--- src/rtl/fp_pkg.sv ---
// fp_pkg: shared binary32 types, constants and FSM states for the FP datapath
package fp_pkg;
  typedef enum logic [2:0] {S_IDLE, S_ALIGN, S_ADD, S_NORM, S_DONE} state_t;
  localparam logic [7:0] FP_EXP_MAX = 8'hFF;
  localparam int FP_BIAS = 127;
  localparam logic [31:0] FP_QNAN = 32'h7FC00000;
  localparam logic [31:0] FP_POS_INF = 32'h7F800000;
  typedef struct packed {
    logic sign;
    logic [7:0] exp;
    logic [22:0] frac;
  } fp32_t;
endpackage

--- src/rtl/fp_unpack.sv ---
// fp_unpack: classify a binary32 operand, flush denormals, prepend the hidden bit
module fp_unpack (
  input  logic [31:0] x,
  input  logic        neg,
  output logic        sign,
  output logic [7:0]  exp,
  output logic [23:0] man,
  output logic        is_inf,
  output logic        is_nan
);
  import fp_pkg::*;
  fp32_t f;
  logic is_zero;
  assign f = x;
  assign is_zero = f.exp == 8'd0;
  assign sign = f.sign ^ neg;
  assign exp = f.exp;
  assign man = is_zero ? 24'd0 : {1'b1, f.frac};
  assign is_inf = f.exp == FP_EXP_MAX && f.frac == 23'd0;
  assign is_nan = f.exp == FP_EXP_MAX && f.frac != 23'd0;
endmodule

--- src/rtl/fp_sub_seq.sv ---
// fp_sub_seq: multi-cycle binary32 subtractor (align / add / normalize) behind valid/ready
module fp_sub_seq (
  input  logic        clk,
  input  logic        rst_n,
  input  logic        in_valid,
  output logic        in_ready,
  input  logic [31:0] a,
  input  logic [31:0] b,
  output logic        out_valid,
  input  logic        out_ready,
  output logic [31:0] result,
  output logic        overflow,
  output logic        underflow
);
  import fp_pkg::*;
  state_t state, state_d;
  logic sa, sb, sr, sub, sa_d, sb_d, sr_d, sub_d;
  logic [7:0] ea, eb, ea_d, eb_d, diff;
  logic [23:0] ma, mb, ma_d, mb_d, small_m;
  logic [24:0] sum;
  logic [31:0] res_d, spec_res;
  logic ovf_d, unf_d, a_big, spec_nan;
  logic ua_s, ub_s, ua_inf, ub_inf, ua_nan, ub_nan;
  logic [7:0] ua_e, ub_e;
  logic [23:0] ua_m, ub_m;

  fp_unpack u_unpack_a (.x(a), .neg(1'b0), .sign(ua_s), .exp(ua_e), .man(ua_m), .is_inf(ua_inf), .is_nan(ua_nan));
  fp_unpack u_unpack_b (.x(b), .neg(1'b1), .sign(ub_s), .exp(ub_e), .man(ub_m), .is_inf(ub_inf), .is_nan(ub_nan));

  assign in_ready = state == S_IDLE;
  assign out_valid = state == S_DONE;
  assign spec_nan = ua_nan | ub_nan | (ua_inf & ub_inf & (ua_s != ub_s));
  assign spec_res = spec_nan ? FP_QNAN : FP_POS_INF | {ua_inf ? ua_s : ub_s, 31'd0};
  assign a_big = {ea, ma} >= {eb, mb};
  assign diff = a_big ? ea - eb : eb - ea;
  assign small_m = a_big ? mb : ma;
  assign sum = sub ? {1'b0, ma} - {1'b0, mb} : {1'b0, ma} + {1'b0, mb};

  // Next-state and datapath updates; b arrives already negated so the core only adds
  always_comb begin
    state_d = state;
    sa_d = sa;
    sb_d = sb;
    sr_d = sr;
    sub_d = sub;
    ea_d = ea;
    eb_d = eb;
    ma_d = ma;
    mb_d = mb;
    res_d = result;
    ovf_d = overflow;
    unf_d = underflow;
    case (state)
      S_IDLE: if (in_valid) begin
        sa_d = ua_s;
        sb_d = ub_s;
        ea_d = ua_e;
        eb_d = ub_e;
        ma_d = ua_m;
        mb_d = ub_m;
        ovf_d = 1'b0;
        unf_d = 1'b0;
        if (ua_e == FP_EXP_MAX || ub_e == FP_EXP_MAX) begin
          res_d = spec_res;
          state_d = S_DONE;
        end else state_d = S_ALIGN;
      end
      S_ALIGN: begin
        sr_d = a_big ? sa : sb;
        sub_d = sa ^ sb;
        ea_d = a_big ? ea : eb;
        ma_d = a_big ? ma : mb;
        mb_d = diff >= 8'd25 ? 24'd0 : small_m >> diff;
        state_d = S_ADD;
      end
      S_ADD: if (sum[24]) begin
        ma_d = sum[24:1];
        ea_d = ea + 8'd1;
        if (ea == 8'd254) begin
          res_d = FP_POS_INF | {sr, 31'd0};
          ovf_d = 1'b1;
          state_d = S_DONE;
        end else state_d = S_NORM;
      end else if (sum == 25'd0) begin
        res_d = 32'd0;
        state_d = S_DONE;
      end else begin
        ma_d = sum[23:0];
        state_d = S_NORM;
      end
      S_NORM: if (ma[23]) begin
        res_d = {sr, ea, ma[22:0]};
        state_d = S_DONE;
      end else if (ea > 8'd1) begin
        ma_d = ma << 1;
        ea_d = ea - 8'd1;
      end else begin
        res_d = {sr, 31'd0};
        unf_d = 1'b1;
        state_d = S_DONE;
      end
      S_DONE: if (out_ready) state_d = S_IDLE;
      default: state_d = S_IDLE;
    endcase
  end

  // State register
  always_ff @(posedge clk or negedge rst_n) begin
    if (!rst_n) state <= S_IDLE;
    else state <= state_d;
  end

  // Operand, working and result registers
  always_ff @(posedge clk or negedge rst_n) begin
    if (!rst_n) begin
      sa <= 1'b0;
      sb <= 1'b0;
      sr <= 1'b0;
      sub <= 1'b0;
      ea <= 8'd0;
      eb <= 8'd0;
      ma <= 24'd0;
      mb <= 24'd0;
      result <= 32'd0;
      overflow <= 1'b0;
      underflow <= 1'b0;
    end else begin
      sa <= sa_d;
      sb <= sb_d;
      sr <= sr_d;
      sub <= sub_d;
      ea <= ea_d;
      eb <= eb_d;
      ma <= ma_d;
      mb <= mb_d;
      result <= res_d;
      overflow <= ovf_d;
      underflow <= unf_d;
    end
  end
endmodule

--- config.mk ---
export PLATFORM = sky130hd
export DESIGN_NAME = fp_sub_seq
export DESIGN_NICKNAME = d
export VERILOG_FILES = /design/src/rtl/fp_pkg.sv /design/src/rtl/fp_unpack.sv /design/src/rtl/fp_sub_seq.sv
export SDC_FILE = /design/constraint.sdc
export NUM_CORES = 1
export LEC_CHECK = 0
export ABC_CLOCK_PERIOD_IN_PS = 6200
export CORE_ASPECT_RATIO = 0.6
export CORE_UTILIZATION = 59
export CTS_CLUSTER_DIAMETER = 80
export DETAILED_ROUTE_END_ITERATION = 10
export PLACE_DENSITY = 0.82
export SYNTH_ARGS = -nofsm -noshare
export SYNTH_HDL_FRONTEND = slang
export SYNTH_SLANG_ARGS = --single-unit
--- constraint.sdc ---
create_clock -name clk -period 6.2 [get_ports clk]
set_clock_uncertainty 0.1 [all_clocks]
set_input_delay 0.93 -clock clk [delete_from_list [all_inputs] [get_ports clk]]
set_output_delay 0.93 -clock clk [all_outputs]
set_load 0.01 [all_outputs]
Yosys cells after proc, flatten, opt, wreduce, memory -nomap -nowiden
Index checks and enable logic that the tools add are counted.
Storage, ports and cells
  register bits: 105
  output and inout port bits: 36
Operators by class
  $add $sub $neg: 6
  $lt $le $gt $ge: 3
  eq/ne operators: 21
  shift-type cells: 1
  mux-type cells: 48
  bitwise gates (word level): 6
  reduce and logical (&&, ||, !) cells: 27
Operators by type and width (count)
  2-to-1 mux 24 bit: 11
  2-to-1 mux 32 bit: 8
  one-hot mux 24 bit (4 select lines): 1
  one-hot mux 32 bit (3 select lines): 1
  2-to-1 mux 8 bit: 6
  one-hot mux 24 bit (2 select lines): 1
  zero test 23 bit: 2
  nonzero test 23 bit: 2
  >= comparator 32 bit: 1
  one-hot mux 8 bit (4 select lines): 1
  adder 24 x 24 -> 25 bit: 1
  zero test 25 bit: 1
  2-to-1 mux 25 bit: 1
  subtractor 24 x 24 -> 25 bit: 1
  equality test 8 bit (second input constant): 3
  2-to-1 mux 3 bit: 8
  right shift 24 x 8 -> 24 bit: 1
  AND reduction 6 bit: 3
  zero test 8 bit: 2
  subtractor 8 bit: 2
  one-hot mux 3 bit (5 select lines): 1
  inequality test 2 bit (second input constant): 7
  inequality test 3 bit (second input constant): 4
  AND reduction 4 bit: 3
  23 further kinds: 40

Depth between registers and ports, before layout
  word-level depth: 9
  mapped depth: 20
  mapped depth without buffers: 17

Cells and area by module
A second synthesis with hierarchy kept.
Second synthesis, totals
  cells, all modules: 1436
  area, all modules: 11190.7 µm²
Modules (own cells, without submodules)
  fp_sub_seq: times used 1, cells an instance 1336, area an instance 10552.6 µm², seq. area each 2627.5 µm²
  fp_unpack: times used 2, cells an instance 50, area an instance 319.1 µm², seq. area each 0.0 µm²

Worst setup path before layout
No wires, ideal clock.
  path type: flip-flop to flip-flop
  start point: reg mb[2]
  end point: reg result[22]
  setup time: 0.125 ns
  data arrival time: 4.603 ns
  data required time: 5.975 ns
  path slack: 1.372 ns
  cell stages (with the launch flop): 19
  buffers on the path: 1
  clock period less this slack: 4.828 ns
  cell sequence: dfrtp_1 or4_4 nor3_4 nand2_2 nor4b_4 a31oi_1 xnor2_1 ha_1 clkbuf_1 a21oi_1 nor2_1 a31oi_1 nand4_1 or4_1 or4_1 nor4_2 nand4_2 a21oi_4 mux2_2
Between the ends
  cells in the longest elaborated chain, start to end: 5
  elaborated cells on any way between the ends: 9
  classes of those cells: add/sub (2); eq/ne (2); mux (3); reduce/logical (2)
RTL lines
  start: declaration: line fp_sub_seq.sv:19  | logic [23:0] ma, mb, ma_d, mb_d, small_m;
  start signal: assignment: line fp_sub_seq.sv:135  | mb <= mb_d;
  adder 24 x 24 -> 25 bit or subtractor 24 x 24 -> 25 bit (tied branches): line fp_sub_seq.sv:37  | assign sum = sub ? {1'b0, ma} - {1'b0, mb} : {1'b0, ma} + {1'b0, mb};
  2-to-1 mux 25 bit *: line fp_sub_seq.sv:37
  zero test 25 bit: line fp_sub_seq.sv:84  | end else if (sum == 25'd0) begin
  inequality test 3 bit (no line)
  AND reduction 6 bit (no line)
  end signal: assignment: line fp_sub_seq.sv:136  | result <= res_d;
  end: declaration: line fp_sub_seq.sv:11  | output logic [31:0] result,
Mark *: on every way between the ends. The rest lies on a longest branch, timed or not.
A chain may end at the register's enable or synchronous reset.

Final worst setup path
  start point: reg mb[4]
  end point: reg ma[4]
Between the ends
  cells in the longest elaborated chain, start to end: 5
  elaborated cells on any way between the ends: 12
  classes of those cells: add/sub (2); order compare (1); eq/ne (2); mux (5); reduce/logical (2)
RTL lines
  adder 24 x 24 -> 25 bit or subtractor 24 x 24 -> 25 bit (tied branches): line fp_sub_seq.sv:37
  2-to-1 mux 25 bit: line fp_sub_seq.sv:37
  zero test 25 bit or 2-to-1 mux 24 bit (tied branches): line fp_sub_seq.sv:84
  inequality test 3 bit (no line) or 2-to-1 mux 24 bit (tied branches)
  AND reduction 6 bit (no line) or one-hot mux 24 bit (4 select lines) (tied branches)
  end signal: assignment: line fp_sub_seq.sv:134  | ma <= ma_d;
  end: declaration: line fp_sub_seq.sv:19
Several ways; a longest one is shown, not always the timed one. The select of a mux whose other input is x is not followed.

==> flow_summary.ini <==
[run_status]
outcome = finished clean

[floorplan]
core_area_um2 = 17130
start_util_pct = 60.45
die_w_um = 173.0
rows = 37
die_area_um2 = 18100
die_h_um = 104.6
io_pins = 104

[clock_tree]
cts_buffer_depth = 2
cts_tree = built
cts_root_buf = clkbuf_16
clkLatencyLatePin_ps = 380
cts-hold-fix-buffers = 0
cts-resized-gates = 0
cts_sinks = 105
path_clk_slew_ps = 90
cts_setup_buffers = 0
htree_num_levels = 3
cts_inserted_buffers = 9

[grt]
grt_pass1_wl_mm = 57.03
grt_max_degree = 61
grt_pass1_vias = 9827
grt_use_met1_pct = 63.48
top_usage_layer = met1
grt_overflow_total = 0
grt_use_met3_pct = 16.19
grt_use_met2_pct = 50.98
grt_usage_pct = 40.99
antenna_found_initial = 0

[yosys]
syn_nets = 1341
synthArstFlopShare_pct = 100.0
ys_seq_elements = 105
avgSynthCellArea_um2 = 8.608
synthCells = 1203
yosysWarnings = 0
synth_ff_type = dfrtp_1
ys_seq_area_share_pct = 25.37
synth-edff-count = 0
synth_cell_types = 85
syn_area_um2 = 10350

[critical_path]
cp_data_arrival_time_ps = 5760
cp_common_cell = o21a_1
cp-end-kind = flip-flop
path_cells = or4_4 -> nor3_4 -> and3_1 -> nor2_1 -> xnor2_1 -> ha_1 -> and4_1 -> o21a_1 -> o21a_1 -> o21bai_1 -> o311ai_0 -> xor2_1 -> a2111oi_0 -> nand4_1 -> nand2_1 -> buf_4 -> mux2_2
worstPathRequired_ps = 6360
crit_family = simple AND/OR/NAND/NOR gates
cp_max_fo = 19
max_stage_delay_ps = 580
cp-start-kind = flip-flop
crit_path_top_delay_cell = a2111oi_0
criticalPathCategory = flip-flop to flip-flop
critPathBufInv = 1

[route]
vias_per_cell = 7.154
ant_nets = 0
dr_total_vias = 10817
drt_iter0_drc = 2167
drc = 0
dr.pass1.iters = 8
wirelength_mm = 36.80
routedWlPerCell_um = 24.34

[finish]
fin_nets = 1411
diodes = 0
area_delta_synth_final_pct = 14.54
regArea_um2 = 2628
nFillCells = 1420
most-common-layout-cells = nand2_1 (106), dfrtp_1 (105), clkdlybuf4s50_1 (102)
multiInputGateArea_um2 = 7083
layout_commonest_cell = nand2_1
layout-drive-gt1-share_pct = 10.41

[place]
port_buffers = 103
gp_congestion = 1.009
hpwl_mm = 28.60

[timing]
max_freq_ghz = 0.1785
layout_min_cycle_time_ps = 5603
hold_violations = 0
max-slew-margin-rel_pct = 31.98
finalSetupViolCount = 0
post-route-period-util_pct = 90.38
rsz0062_at_grt = no
finalMaxSlewViolations = 0
tns_ps = 0
worstMarginPinSlew_ps = 1011

[run]
max-cap-violations = 0

[worst_hold_path]
min_path_type = flip-flop to flip-flop
## state kept, by name (all words and copies together) (netlist names)
register	flops
sb	1
underflow	1
sub	1
state	3
sr	1
ea	8
sa	1
ma	24
mb	24
eb	8
overflow	1
result	32
## through the flow
| stage | cells | setup slack (ps) | hold WS [ps] | instance area (um^2) | util (%) |
|---|---|---|---|---|---|
| 5_1_grt | 1512 | 351.7 | 439.4 | 11860 | 69.24 |
| 3_5_place_dp | 1496 | 781.4 | 392.2 | 11560 | 67.52 |
| 6_report | 1512 | 596.5 | 409.5 | 11860 | 69.24 |
| 4_1_cts | 1512 | 747.4 | 414.9 | 11860 | 69.24 |
| 2_1_floorplan | 1203 | 1372 | 391.4 | 10350 | - |
| 3_3_place_gp | 1496 | 887.3 | 376.1 | 11560 | 67.52 |
## synth_stat cells, types with 4 or more instances
cell type	instances	area, um^2
mux4_2	22	495.5
o21a_1	14	105.1
a21oi_1	85	425.4
dfrtp_1	105	2628
o211ai_1	11	82.58
a222oi_1	29	290.3
o21ai_0	88	440.4
a2bb2oi_1	7	61.31
a221oi_1	12	105.1
clkbuf_1	45	168.9
nor3_1	26	130.1
a22oi_1	27	202.7
a21boi_0	6	45.04
xnor2_1	44	385.4
buf_2	14	70.07
xor2_1	11	96.34
a221o_1	4	40.04
a211oi_1	14	105.1
nand4_1	20	125.1
nor2_1	59	221.5
nor4_1	27	168.9
a31oi_1	16	100.1
nand3_1	20	100.1
mux2_2	35	394.1
and3_1	12	75.07
nand2b_1	10	62.56
nor2b_1	8	50.05
o31ai_1	6	45.04
o22ai_1	13	81.33
a41oi_1	7	61.31
or3_1	4	25.02
buf_1	4	15.01
buf_4	6	45.04
inv_1	86	322.8
ha_1	67	838.3
a21o_1	12	90.09
o21bai_1	7	52.55
mux2i_1	39	390.4
nand2_1	106	397.9
## path summary, 6_finish.rpt
path / from / depth (start not counted) / endpoint / slack (ps)
max: mb[4] / 17 / ma[4] / 600
min: overflow / 1 / overflow / 410
max reg2reg: mb[4] / 17 / ma[4] / 600
min reg2reg: overflow / 1 / overflow / 410
max in group asynchronous: rst_n / 2 / mb[3] / 4320
min in group asynchronous: rst_n / 1 / state[1] / 450
## worst register-to-register path, cell delays in order (launching register included)
cell and delay (ps):
dfrtp_1 500, or4_4 560, nor3_4 180, and3_1 280
nor2_1 80, xnor2_1 190, ha_1 420, and4_1 310
o21a_1 170, o21a_1 200, o21bai_1 110, o311ai_0 410
xor2_1 210, a2111oi_0 580, nand4_1 230, nand2_1 230
buf_4 330, mux2_2 390
## final cells by class
type / instances / area share [%]
Multi-Input combinational cell: 940 / 59.72
Sequential cell: 105 / 22.15
Timing Repair Buffer: 131 / 10.44
Inverter: 86 / 2.722
Tap cell: 234 / 2.469
Clock buffer: 9 / 1.899
Clock inverter: 7 / 0.5908
## cells by family (layout without fill, tap and decap cells)
kind of cell               count (synthesis)  after routing  share of synthesized area, %
xor gates and xnor gates                  57             57                         4.966
muxes                                     96             96                         12.36
AOI/OAI and AO/OA                        398            398                         26.58
adders and majority gates                 70             70                         8.676
and+or+nand+nor                          319            319                         15.71
DFF                                      105            105                         25.37
buffers and inverters                    158            233                         6.331
## metal layers
layer	up-vias	wire, um
li1	4716	-
met1	5160	15830
met2	872	13690
met3	69	6411
met4	0	874
met5	-	0
Power is left out: the tool's default activity adds up to more than one toggle a clock period on the data nets, which glitch-free logic cannot reach.
